--- config.mk ---
export PLATFORM = sky130hd
export DESIGN_NAME = c7bcsr_mtimer_flat
export DESIGN_NICKNAME = d
export VERILOG_FILES = /design/src/rtl/c7bcsr_mtimer_pkg.sv /design/src/rtl/c7bcsr_mtimer_if.sv /design/src/rtl/c7bcsr_mtimer_ch.sv /design/src/rtl/c7bcsr_mtimer.sv /design/src/flat_wrapper.sv
export SDC_FILE = /design/constraint.sdc
export NUM_CORES = 1
export LEC_CHECK = 0
export ABC_CLOCK_PERIOD_IN_PS = 8900
export BUFFER_PORTS_ARGS = -buffer_cell sky130_fd_sc_hd__buf_2
export CAP_MARGIN = 10
export CORE_MARGIN = 2
export CORE_UTILIZATION = 60
export DETAILED_ROUTE_END_ITERATION = 8
export PLACE_DENSITY_LB_ADDON = 0.12
export SLEW_MARGIN = 10
export SYNTH_ARGS = -nofsm -noshare
export SYNTH_HDL_FRONTEND = slang
export SYNTH_SLANG_ARGS = --single-unit
--- constraint.sdc ---
create_clock -name clk -period 8.9 [get_ports clk]
set_input_delay 2.67 -clock clk [delete_from_list [all_inputs] [get_ports clk]]
set_output_delay 2.67 -clock clk [all_outputs]
set_load 0.01 [all_outputs]
--- src/rtl/c7bcsr_mtimer_pkg.sv ---
// Shared CSR defines for the multi-channel timer: register offsets, CFG field
// positions and the prescaler tick-mask helper.
package c7bcsr_mtimer_pkg;

  localparam int MT_REGS_PER_CH = 4;

  // Per-channel register offsets from BASE + 4*c
  localparam int MT_CFG   = 0;
  localparam int MT_INIT  = 1;
  localparam int MT_TVAL  = 2;
  localparam int MT_TICLR = 3;

  // Global register offsets from BASE + 4*NCH
  localparam int MT_IPEND = 0;
  localparam int MT_IMASK = 1;

  localparam int MT_CFG_EN       = 0;
  localparam int MT_CFG_PERIODIC = 1;
  localparam int MT_CFG_PSEL_LSB = 2;
  localparam int MT_CFG_PSEL_MSB = 3;
  localparam int MT_TICLR_CLR    = 0;

  typedef enum logic [1:0] {
    PSEL_DIV1  = 2'd0,
    PSEL_DIV4  = 2'd1,
    PSEL_DIV16 = 2'd2,
    PSEL_DIV64 = 2'd3
  } mt_psel_e;

  // Field order matches the CFG bit layout: [3:2] psel, [1] periodic, [0] en
  typedef struct packed {
    mt_psel_e psel;
    logic     periodic;
    logic     en;
  } mt_cfg_t;

  // Prescaler bits that must all be ones for a tick
  function automatic logic [5:0] mt_psel_mask(mt_psel_e psel);
    case (psel)
      PSEL_DIV1:  return 6'h00;
      PSEL_DIV4:  return 6'h03;
      PSEL_DIV16: return 6'h0f;
      default:    return 6'h3f;
    endcase
  endfunction

endpackage

--- src/rtl/c7bcsr_mtimer_if.sv ---
// Masked CSR read/write bus shared with the core CSR file.
interface c7bcsr_mtimer_if #(
  parameter int AW = 14
);
  logic [AW-1:0] csr_raddr;
  logic [31:0]   csr_rdata;
  logic [AW-1:0] csr_waddr;
  logic [31:0]   csr_wdata;
  logic [31:0]   csr_mask;
  logic          csr_wen;

  modport master (
    output csr_raddr, csr_waddr, csr_wdata, csr_mask, csr_wen,
    input  csr_rdata
  );

  modport slave (
    input  csr_raddr, csr_waddr, csr_wdata, csr_mask, csr_wen,
    output csr_rdata
  );
endinterface

--- src/rtl/c7bcsr_mtimer_ch.sv ---
// One timer channel: CFG and INIT registers, 6-bit prescaler, down-counter and
// pending latch. Loads take priority over ticks; an expiry set beats a clear.
module c7bcsr_mtimer_ch
  import c7bcsr_mtimer_pkg::*;
#(
  parameter int TW = 32
) (
  input  logic          clk,
  input  logic          resetn,
  input  logic          cfg_we,
  input  logic          init_we,
  input  logic          clr,
  input  logic [TW-1:0] wdata,
  input  logic [TW-1:0] mask,
  input  logic          stop,
  output mt_cfg_t       cfg,
  output logic [TW-1:0] init,
  output logic [TW-1:0] cnt,
  output logic          pend
);

  logic [3:0]    cfg_bits;
  logic [3:0]    cfg_m;
  logic [TW-1:0] init_m;
  logic [5:0]    psc;
  logic [5:0]    psc_mask;
  logic          load;
  logic          run;
  logic          tick;
  logic          expire;

  assign cfg_bits = cfg;
  assign cfg_m    = (cfg_bits & ~mask[3:0]) | (wdata[3:0] & mask[3:0]);
  // A CFG-only write reloads from the unchanged INIT
  assign init_m   = init_we ? ((init & ~mask) | (wdata & mask)) : init;

  assign load     = cfg_we | init_we;
  assign run      = cfg.en & ~stop;
  assign psc_mask = mt_psel_mask(cfg.psel);
  assign tick     = run && ((psc & psc_mask) == psc_mask);
  assign expire   = tick && (cnt == TW'(1)) && !load;

  // NOTE: state registers use non-blocking assignments so every register
  // samples the pre-edge values regardless of statement order.
  always_ff @(posedge clk or negedge resetn) begin
    if (!resetn) begin
      cfg  <= '0;
      init <= '0;
      cnt  <= '0;
      psc  <= '0;
      pend <= 1'b0;
    end else begin
      if (cfg_we) begin
        cfg <= '{psel:     mt_psel_e'(cfg_m[MT_CFG_PSEL_MSB:MT_CFG_PSEL_LSB]),
                 periodic: cfg_m[MT_CFG_PERIODIC],
                 en:       cfg_m[MT_CFG_EN]};
      end
      if (init_we) init <= init_m;

      if (load) begin
        cnt <= init_m;
        psc <= '0;
      end else begin
        if (run) psc <= psc + 6'd1;
        if (expire)                       cnt <= cfg.periodic ? init : '0;
        else if (tick && cnt > TW'(1))    cnt <= cnt - TW'(1);
      end

      if (expire)   pend <= 1'b1;
      else if (clr) pend <= 1'b0;
    end
  end

endmodule

--- src/rtl/c7bcsr_mtimer.sv ---
// Multi-channel timer CSR block: address decode, IMASK register, read mux and
// the combined timer interrupt feeding ESTAT.IS.TI.
module c7bcsr_mtimer
  import c7bcsr_mtimer_pkg::*;
#(
  parameter int            NCH  = 4,
  parameter int            TW   = 32,
  parameter int            AW   = 14,
  parameter logic [AW-1:0] BASE = AW'(14'h060)
) (
  input  logic                clk,
  input  logic                resetn,
  c7bcsr_mtimer_if.slave      csr,
  input  logic                dbg_stop,
  output logic [NCH-1:0]      timer_pend,
  output logic                timer_intr
);

  function automatic logic [AW-1:0] reg_addr(int c, int ofs);
    return BASE + AW'(MT_REGS_PER_CH * c + ofs);
  endfunction

  localparam logic [AW-1:0] A_IPEND = reg_addr(NCH, MT_IPEND);
  localparam logic [AW-1:0] A_IMASK = reg_addr(NCH, MT_IMASK);

  mt_cfg_t [NCH-1:0]          ch_cfg;
  logic    [NCH-1:0][TW-1:0]  ch_init;
  logic    [NCH-1:0][TW-1:0]  ch_cnt;
  logic    [NCH-1:0]          imask;

  for (genvar c = 0; c < NCH; c++) begin : g_ch
    logic cfg_we;
    logic init_we;
    logic clr;

    assign cfg_we  = csr.csr_wen && (csr.csr_waddr == reg_addr(c, MT_CFG));
    assign init_we = csr.csr_wen && (csr.csr_waddr == reg_addr(c, MT_INIT));
    assign clr     = csr.csr_wen && (csr.csr_waddr == reg_addr(c, MT_TICLR)) &&
                     csr.csr_wdata[MT_TICLR_CLR] && csr.csr_mask[MT_TICLR_CLR];

    c7bcsr_mtimer_ch #(.TW(TW)) u_ch (
      .clk     (clk),
      .resetn  (resetn),
      .cfg_we  (cfg_we),
      .init_we (init_we),
      .clr     (clr),
      .wdata   (csr.csr_wdata[TW-1:0]),
      .mask    (csr.csr_mask[TW-1:0]),
      .stop    (dbg_stop),
      .cfg     (ch_cfg[c]),
      .init    (ch_init[c]),
      .cnt     (ch_cnt[c]),
      .pend    (timer_pend[c])
    );
  end

  always_ff @(posedge clk or negedge resetn) begin
    if (!resetn) begin
      imask <= '0;
    end else if (csr.csr_wen && csr.csr_waddr == A_IMASK) begin
      imask <= (imask & ~csr.csr_mask[NCH-1:0]) |
               (csr.csr_wdata[NCH-1:0] & csr.csr_mask[NCH-1:0]);
    end
  end

  // NOTE: the default assignment first keeps this block purely combinational;
  // any path that left csr_rdata unassigned would infer a latch.
  always_comb begin
    csr.csr_rdata = '0;
    for (int c = 0; c < NCH; c++) begin
      if (csr.csr_raddr == reg_addr(c, MT_CFG))  csr.csr_rdata = 32'(ch_cfg[c]);
      if (csr.csr_raddr == reg_addr(c, MT_INIT)) csr.csr_rdata = 32'(ch_init[c]);
      if (csr.csr_raddr == reg_addr(c, MT_TVAL)) csr.csr_rdata = 32'(ch_cnt[c]);
    end
    if (csr.csr_raddr == A_IPEND) csr.csr_rdata = 32'(timer_pend);
    if (csr.csr_raddr == A_IMASK) csr.csr_rdata = 32'(imask);
  end

  assign timer_intr = |(timer_pend & imask);

endmodule

--- src/flat_wrapper.sv ---
// flat-port wrapper written by rule: the top's interface ports become plain ports
module c7bcsr_mtimer_flat import c7bcsr_mtimer_pkg::*;
#(
  parameter int            NCH  = 4,
  parameter int            TW   = 32,
  parameter int            AW   = 14,
  parameter logic [AW-1:0] BASE = AW'(14'h060)
)
  (clk, resetn, dbg_stop, timer_pend, timer_intr, csr_csr_raddr, csr_csr_waddr, csr_csr_wdata, csr_csr_mask, csr_csr_wen, csr_csr_rdata);
  c7bcsr_mtimer_if #(.AW(AW)) csr_i ();
  input  logic clk;
  input  logic resetn;
  input  logic dbg_stop;
  output logic [NCH-1:0] timer_pend;
  output logic timer_intr;
  input wire logic [$bits(csr_i.csr_raddr)-1:0] csr_csr_raddr;
  input wire logic [$bits(csr_i.csr_waddr)-1:0] csr_csr_waddr;
  input wire logic [$bits(csr_i.csr_wdata)-1:0] csr_csr_wdata;
  input wire logic [$bits(csr_i.csr_mask)-1:0] csr_csr_mask;
  input wire logic [$bits(csr_i.csr_wen)-1:0] csr_csr_wen;
  output wire logic [$bits(csr_i.csr_rdata)-1:0] csr_csr_rdata;
  assign csr_i.csr_raddr = csr_csr_raddr;
  assign csr_i.csr_waddr = csr_csr_waddr;
  assign csr_i.csr_wdata = csr_csr_wdata;
  assign csr_i.csr_mask = csr_csr_mask;
  assign csr_i.csr_wen = csr_csr_wen;
  assign csr_csr_rdata = csr_i.csr_rdata;
  c7bcsr_mtimer #(.NCH(NCH), .TW(TW), .AW(AW), .BASE(BASE)) u_core (.clk(clk), .resetn(resetn), .csr(csr_i), .dbg_stop(dbg_stop), .timer_pend(timer_pend), .timer_intr(timer_intr));
endmodule
==> results of run 1 <==
[layout make-up]
type,count,area [um2]
multi-input combinational,1818,11700
fill,2744,10500
sequential,304,7610
timing repair buffer,196,1160
clock buffer,54,1040
tap,442,553
inverter,27,101
clock inverter,5,52.6
[report_power, final]
| part | leakage, nW | total [mW] | switching [mW] | internal (mW) |
|---|---|---|---|---|
| Sequential | 4.18 | 1.39 | 0.00608 | 1.39 |
| Combinational | 4.86 | 0.199 | 0.144 | 0.0551 |
| Clock | 0.532 | 1.42 | 0.594 | 0.831 |
| Total | 9.58 | 3.02 | 0.743 | 2.27 |
[layout by cell type (no fill, tap or decap), types with 47 or more instances in the layout]
cell type / count
nand2_1: 341
dfrtp_1: 304
nor2_1: 165
mux2_2: 159
buf_2: 131
o21ai_0: 130
a21oi_1: 99
a22oi_1: 78
buf_4: 63
nor3_1: 61
o21a_1: 54
a31oi_1: 53
nand3_1: 53
o22ai_1: 47
[registers in the layout, summed over array words and instances (netlist names), named ones only]
name,flops
u_core.g_ch.u_ch.cnt,128
u_core.g_ch.u_ch.init,128
u_core.g_ch.u_ch.pend,4
u_core.g_ch.u_ch.psc,24
[logic make-up after synthesis]
group	count (synthesis)	share of synthesized area, %
XOR/XNOR	71	3.10
flip-flops	304	37.9
AO/OA/AOI/OAI	692	23.5
multiplexers	178	9.87
adder cells (fa/ha/maj)	12	0.748
AND/OR/NAND/NOR	865	20.6
buffers and inverters	204	4.22
[layer usage]
layer	part of all wire, %	global-route usage (%)	wire length (um)	vias to the layer above
met1	37	60.3	30000	9984
met5	0	0	0	-
met4	10	36.3	8200	0
met2	41	67.2	33800	1676
met3	12	8.87	9720	397
li1	-	-	-	8753
[worst max-delay path, stage by stage]
cell and delay, ns:
buf_2 0.10, nor4b_1 0.27, nand4b_1 0.26, or3b_2 0.64
or3_1 0.41, a222oi_1 0.27, a221oi_1 0.09, a2111oi_0 0.80
buf_2 0.27
[worst max path at each step]
stage | from | endpoint | slack (ns) | cells after the start
final | csr_csr_raddr[10] | csr_csr_rdata[0] | 0.45 | 9
after global routing | csr_csr_raddr[10] | csr_csr_rdata[0] | 0.32 | 9
after CTS | csr_csr_raddr[10] | csr_csr_rdata[0] | 0.50 | 9
after detailed placement | csr_csr_raddr[10] | csr_csr_rdata[0] | 0.51 | 9
after global placement | csr_csr_raddr[10] | csr_csr_rdata[0] | 0.59 | 9
after floorplan | csr_csr_raddr[10] | csr_csr_rdata[0] | 1.15 | 8
[stage by stage]
| step | area, um2 | worst slack, ns | hold slack (ns) | power [mW] | cells |
|---|---|---|---|---|---|
| 3_3_place_gp | 21100 | 0.590 | 0.493 | 1.60 | 2787 |
| 4_1_cts | 22200 | 0.496 | 0.519 | 3.01 | 2846 |
| 2_1_floorplan | 20100 | 1.15 | 0.452 | 1.49 | 2326 |
| 3_5_place_dp | 21100 | 0.512 | 0.507 | 1.61 | 2787 |
| 6_report | 22200 | 0.451 | 0.527 | 3.02 | 2846 |
| 5_1_grt | 22200 | 0.315 | 0.556 | 3.08 | 2846 |
==> metrics, run 1 <==
Setup crit end kind=primary output; Clk Latency, worst-skew pair=0.52 ns; Post-synth ARST share=100%; post-synth top area cell=dfrtp_1; DIE WIDTH=187 um; row cnt=66; die span in y=187 um; fin. max-slew vios=0; largest net degree at the start of global routing=160; Worst Setup Path Type=primary input to primary output; Peak Freq=118 MHz; global placer's final weighted congestion=1.05; Initial DRC Count=3310; final core utilization=67.9%; root buffer cell=clkbuf_16; Post-CTS Resized=0; Worst EP required=6.23 ns; antenna violations before repair=0; synth unique cells=86; peak supply drop=0.000147 V; crit share post-route=94.9%; Worst EP arrival=5.78 ns; vias in the first global route=19651; Syn Inst Count=2326; input/output buffers=132; depth of the most critical reg-to-reg path=8; H-tree levels=2; yosys warns=0; layout cells sized above 1=19.2%; pwr dens=136 mW/mm2; measured slew at the worst slew-check pin=1.18 ns; status=finished, final reports clean; CTS buffer count=37; Avg WL per Cell=28.7 um; RR Endpoint=u_core.g_ch[2].u_ch.cnt[13]; Routed Antenna Nets=0; reg2reg start=u_core.g_ch[2].u_ch.cnt[9]; Synth area leaders=dfrtp_1 38%, mux2_2 8.9%, nand2_1 6.4%, o21ai_0 3.2%, nor2_1 3.2%; area grow syn2layout=10.6%; Yosys reg bits=304; Synth Net Count=2434; CTS Hold Bufs=0; Pleak=9.58 nW; antenna diode count=0; worst-path fanout max=6; clock skew=0.00958 ns; Post-CTS Setup Inserts=0; CTS tree=done; Die ar.=0.0349 mm2; Hold EP=u_core.g_ch[0].u_ch.init[30]; first-pass GRT wire length=123000 um; Via density=7.31; final worst path period need=8.45 ns; IO Pins=133; R2R setup slack=3.99 ns; Syn Std Cell Area=0.0201 mm2; HPWL Detailed=58800 um; WL final=81700 um; Slew headroom=20.5%; via count=20810; GRT Util Overall=46.0%; CP startpoint kind=primary input; Worst Hold Depth=2; number of nets in the layout=2492; CTS clk-pin slew, worst paths=0.06 ns; clock sinks=304; core footprint=0.0327 mm2; share of the synthesized area in the top cell type=37.9%; Final Hold Vio Count=0; DR pass1 iterations=7; ys flop type=dfrtp_1; RSZ-0062 raised after global routing=false; # DRC=0; most frequent cell after synthesis=nand2_1; setup_tns=0 ns; syn_area_per_cell=8.62 um2; GRT overflow=0; sequential-to-total area share from yosys stat=37.9%; Final Setup Violations=0; start point of the worst hold path=u_core.g_ch[0].u_ch.init[30]; EDFF count, synth=0; max_cap viols=0; clock buffer depth=3; Hold Path Class=register to register; initial core utilization=61.3%; synth cell count leaders=342 x nand2_1, 304 x dfrtp_1, 171 x nor2_1
Power figures use the tool's default switching activity.
==> run 2, diff against run 1 <==
--- a/config.mk
+++ b/config.mk
@@ -9,10 +9,9 @@
 export BUFFER_PORTS_ARGS = -buffer_cell sky130_fd_sc_hd__buf_2
 export CAP_MARGIN = 10
 export CORE_MARGIN = 2
-export CORE_UTILIZATION = 60
+export CORE_UTILIZATION = 50
 export DETAILED_ROUTE_END_ITERATION = 8
 export PLACE_DENSITY_LB_ADDON = 0.12
-export SLEW_MARGIN = 10
 export SYNTH_ARGS = -nofsm -noshare
 export SYNTH_HDL_FRONTEND = slang
 export SYNTH_SLANG_ARGS = --single-unit
==> run 2 against run 1 <==
Effect of this change:
- clock power up 11%
- global-route usage down 4.2 points
- critical path depth unchanged
- largest cell class unchanged
- largest power group unchanged
==> metrics, run 2 (synthesized netlist as in run 1, its figures left out) <==
Post-CTS Resized=0; status=finished, final reports clean; Final Setup Violations=0; row cnt=73; start point of the worst hold path=u_core.g_ch[0].u_ch.init[30]; area grow syn2layout=12.0%; antenna violations before repair=4; peak supply drop=0.000117 V; layout cells sized above 1=19.7%; Setup crit end kind=primary output; most frequent cells in the layout=341 x nand2_1, 304 x dfrtp_1, 165 x nor2_1; CTS buffer count=38; power consumption=3.16 mW; biggest regs=u_core.g_ch.u_ch.cnt x128, u_core.g_ch.u_ch.init x128, u_core.g_ch.u_ch.psc x24; Worst EP required=6.23 ns; post-route design area=0.0225 mm2; H-tree levels=2; GRT overflow=0; core footprint=0.0396 mm2; Clk Latency, worst-skew pair=0.57 ns; most common library cell in the layout ignoring fill and taps=nand2_1; root buffer cell=clkbuf_16; clock buffer depth=3; clock sinks=304; max_cap viols=0; crit share post-route=96.3%; Avg WL per Cell=30.0 um; final core utilization=56.7%; CTS tree=done; RSZ-0062 raised after global routing=false; Final Hold Vio Count=0; HPWL Detailed=60500 um; setup_tns=0 ns; global placer's final weighted congestion=0.985; measured slew at the worst slew-check pin=1.28 ns; R2R setup slack=4.43 ns; Hold WS=0.489 ns; CTS Hold Bufs=0; Die ar.=0.0417 mm2; Seq pwr share=44.1%; WL final=88100 um; worst-path fanout max=6; DIE WIDTH=204 um; final worst path period need=8.57 ns; largest net degree at the start of global routing=152; Post-Place Cells=2869; die span in y=204 um; Slew headroom=14.0%; Pleak=9.67 nW; vias in the first global route=19625; via count=20840; Internal=2.35 mW; switching portion of total power=25.7%; initial core utilization=50.6%; Net Sw Power=0.810 mW; DR pass1 iterations=6; placed inst area=0.0212 mm2; Initial DRC Count=3146; Worst EP arrival=5.90 ns; GRT Util Overall=41.9%; Peak Freq=117 MHz; Post-Layout Cell Count=2938; CTS clk-pin slew, worst paths=0.06 ns; Logic pwr share=6.3%; Via density=7.09; clock share of power=49.6%; fin. max-slew vios=0; first-pass GRT wire length=129000 um; # DRC=0; CP startpoint=csr_csr_raddr[10]; Worst Setup Path Type=primary input to primary output; PnR worst setup slack=0.331 ns; CP startpoint kind=primary input; pwr dens=140 mW/mm2; Post-CTS Setup Inserts=0; number of nets in the layout=2493; input/output buffers=132; reg2reg start=u_core.g_ch[1].u_ch.cnt[25]; Routed Antenna Nets=0; clock skew=0.0253 ns; Hold Path Class=register to register; IO Pins=133; Place WS=0.449 ns
run 2: power groups by stage:
stage	registers (mW)	clock network, mW	logic [mW]
floorplan	1.41	0	0.0752
global placement	1.42	0	0.190
detailed placement	1.42	0	0.191
CTS	1.39	1.56	0.192
global route	1.39	1.62	0.209
finish	1.39	1.57	0.198
run 2: final cells by class:
class	count	area (um2)
repair buffers	196	1200
well taps	525	657
flip-flops and latches	304	7610
inverters	27	101
fillers	3654	17200
multi-input cells	1818	11700
diodes	1	2.50
clock inverters	12	88.8
clock buffers	55	1130
run 2: final timing paths:
path                                           endpoint  depth (start not counted)
max in group asynchronous   u_core.g_ch[0].u_ch.cnt[13]                          2
setup / recovery                       csr_csr_rdata[0]                          9
min in group asynchronous    u_core.g_ch[1].u_ch.psc[3]                          1
hold / removal             u_core.g_ch[0].u_ch.init[30]                          2
setup reg to reg            u_core.g_ch[1].u_ch.cnt[25]                          8
hold reg to reg            u_core.g_ch[0].u_ch.init[30]                          2
run 2: worst max-delay path, cell delays in order:
cell,delay (ns)
buf_2,0.10
nor4b_1,0.31
nand4b_1,0.33
or3b_2,0.66
or3_1,0.40
a222oi_1,0.30
a221oi_1,0.11
a2111oi_0,0.76
buf_2,0.26
run 2: per-layer routing:
layer | wire, um | global-route usage, % | share of wire, %
met2 | 36200 | 58.9 | 41
met4 | 6500 | 26.7 | 7.4
met5 | 24 | 0 | 0.027
met1 | 34000 | 56.4 | 39
met3 | 11400 | 11.9 | 13
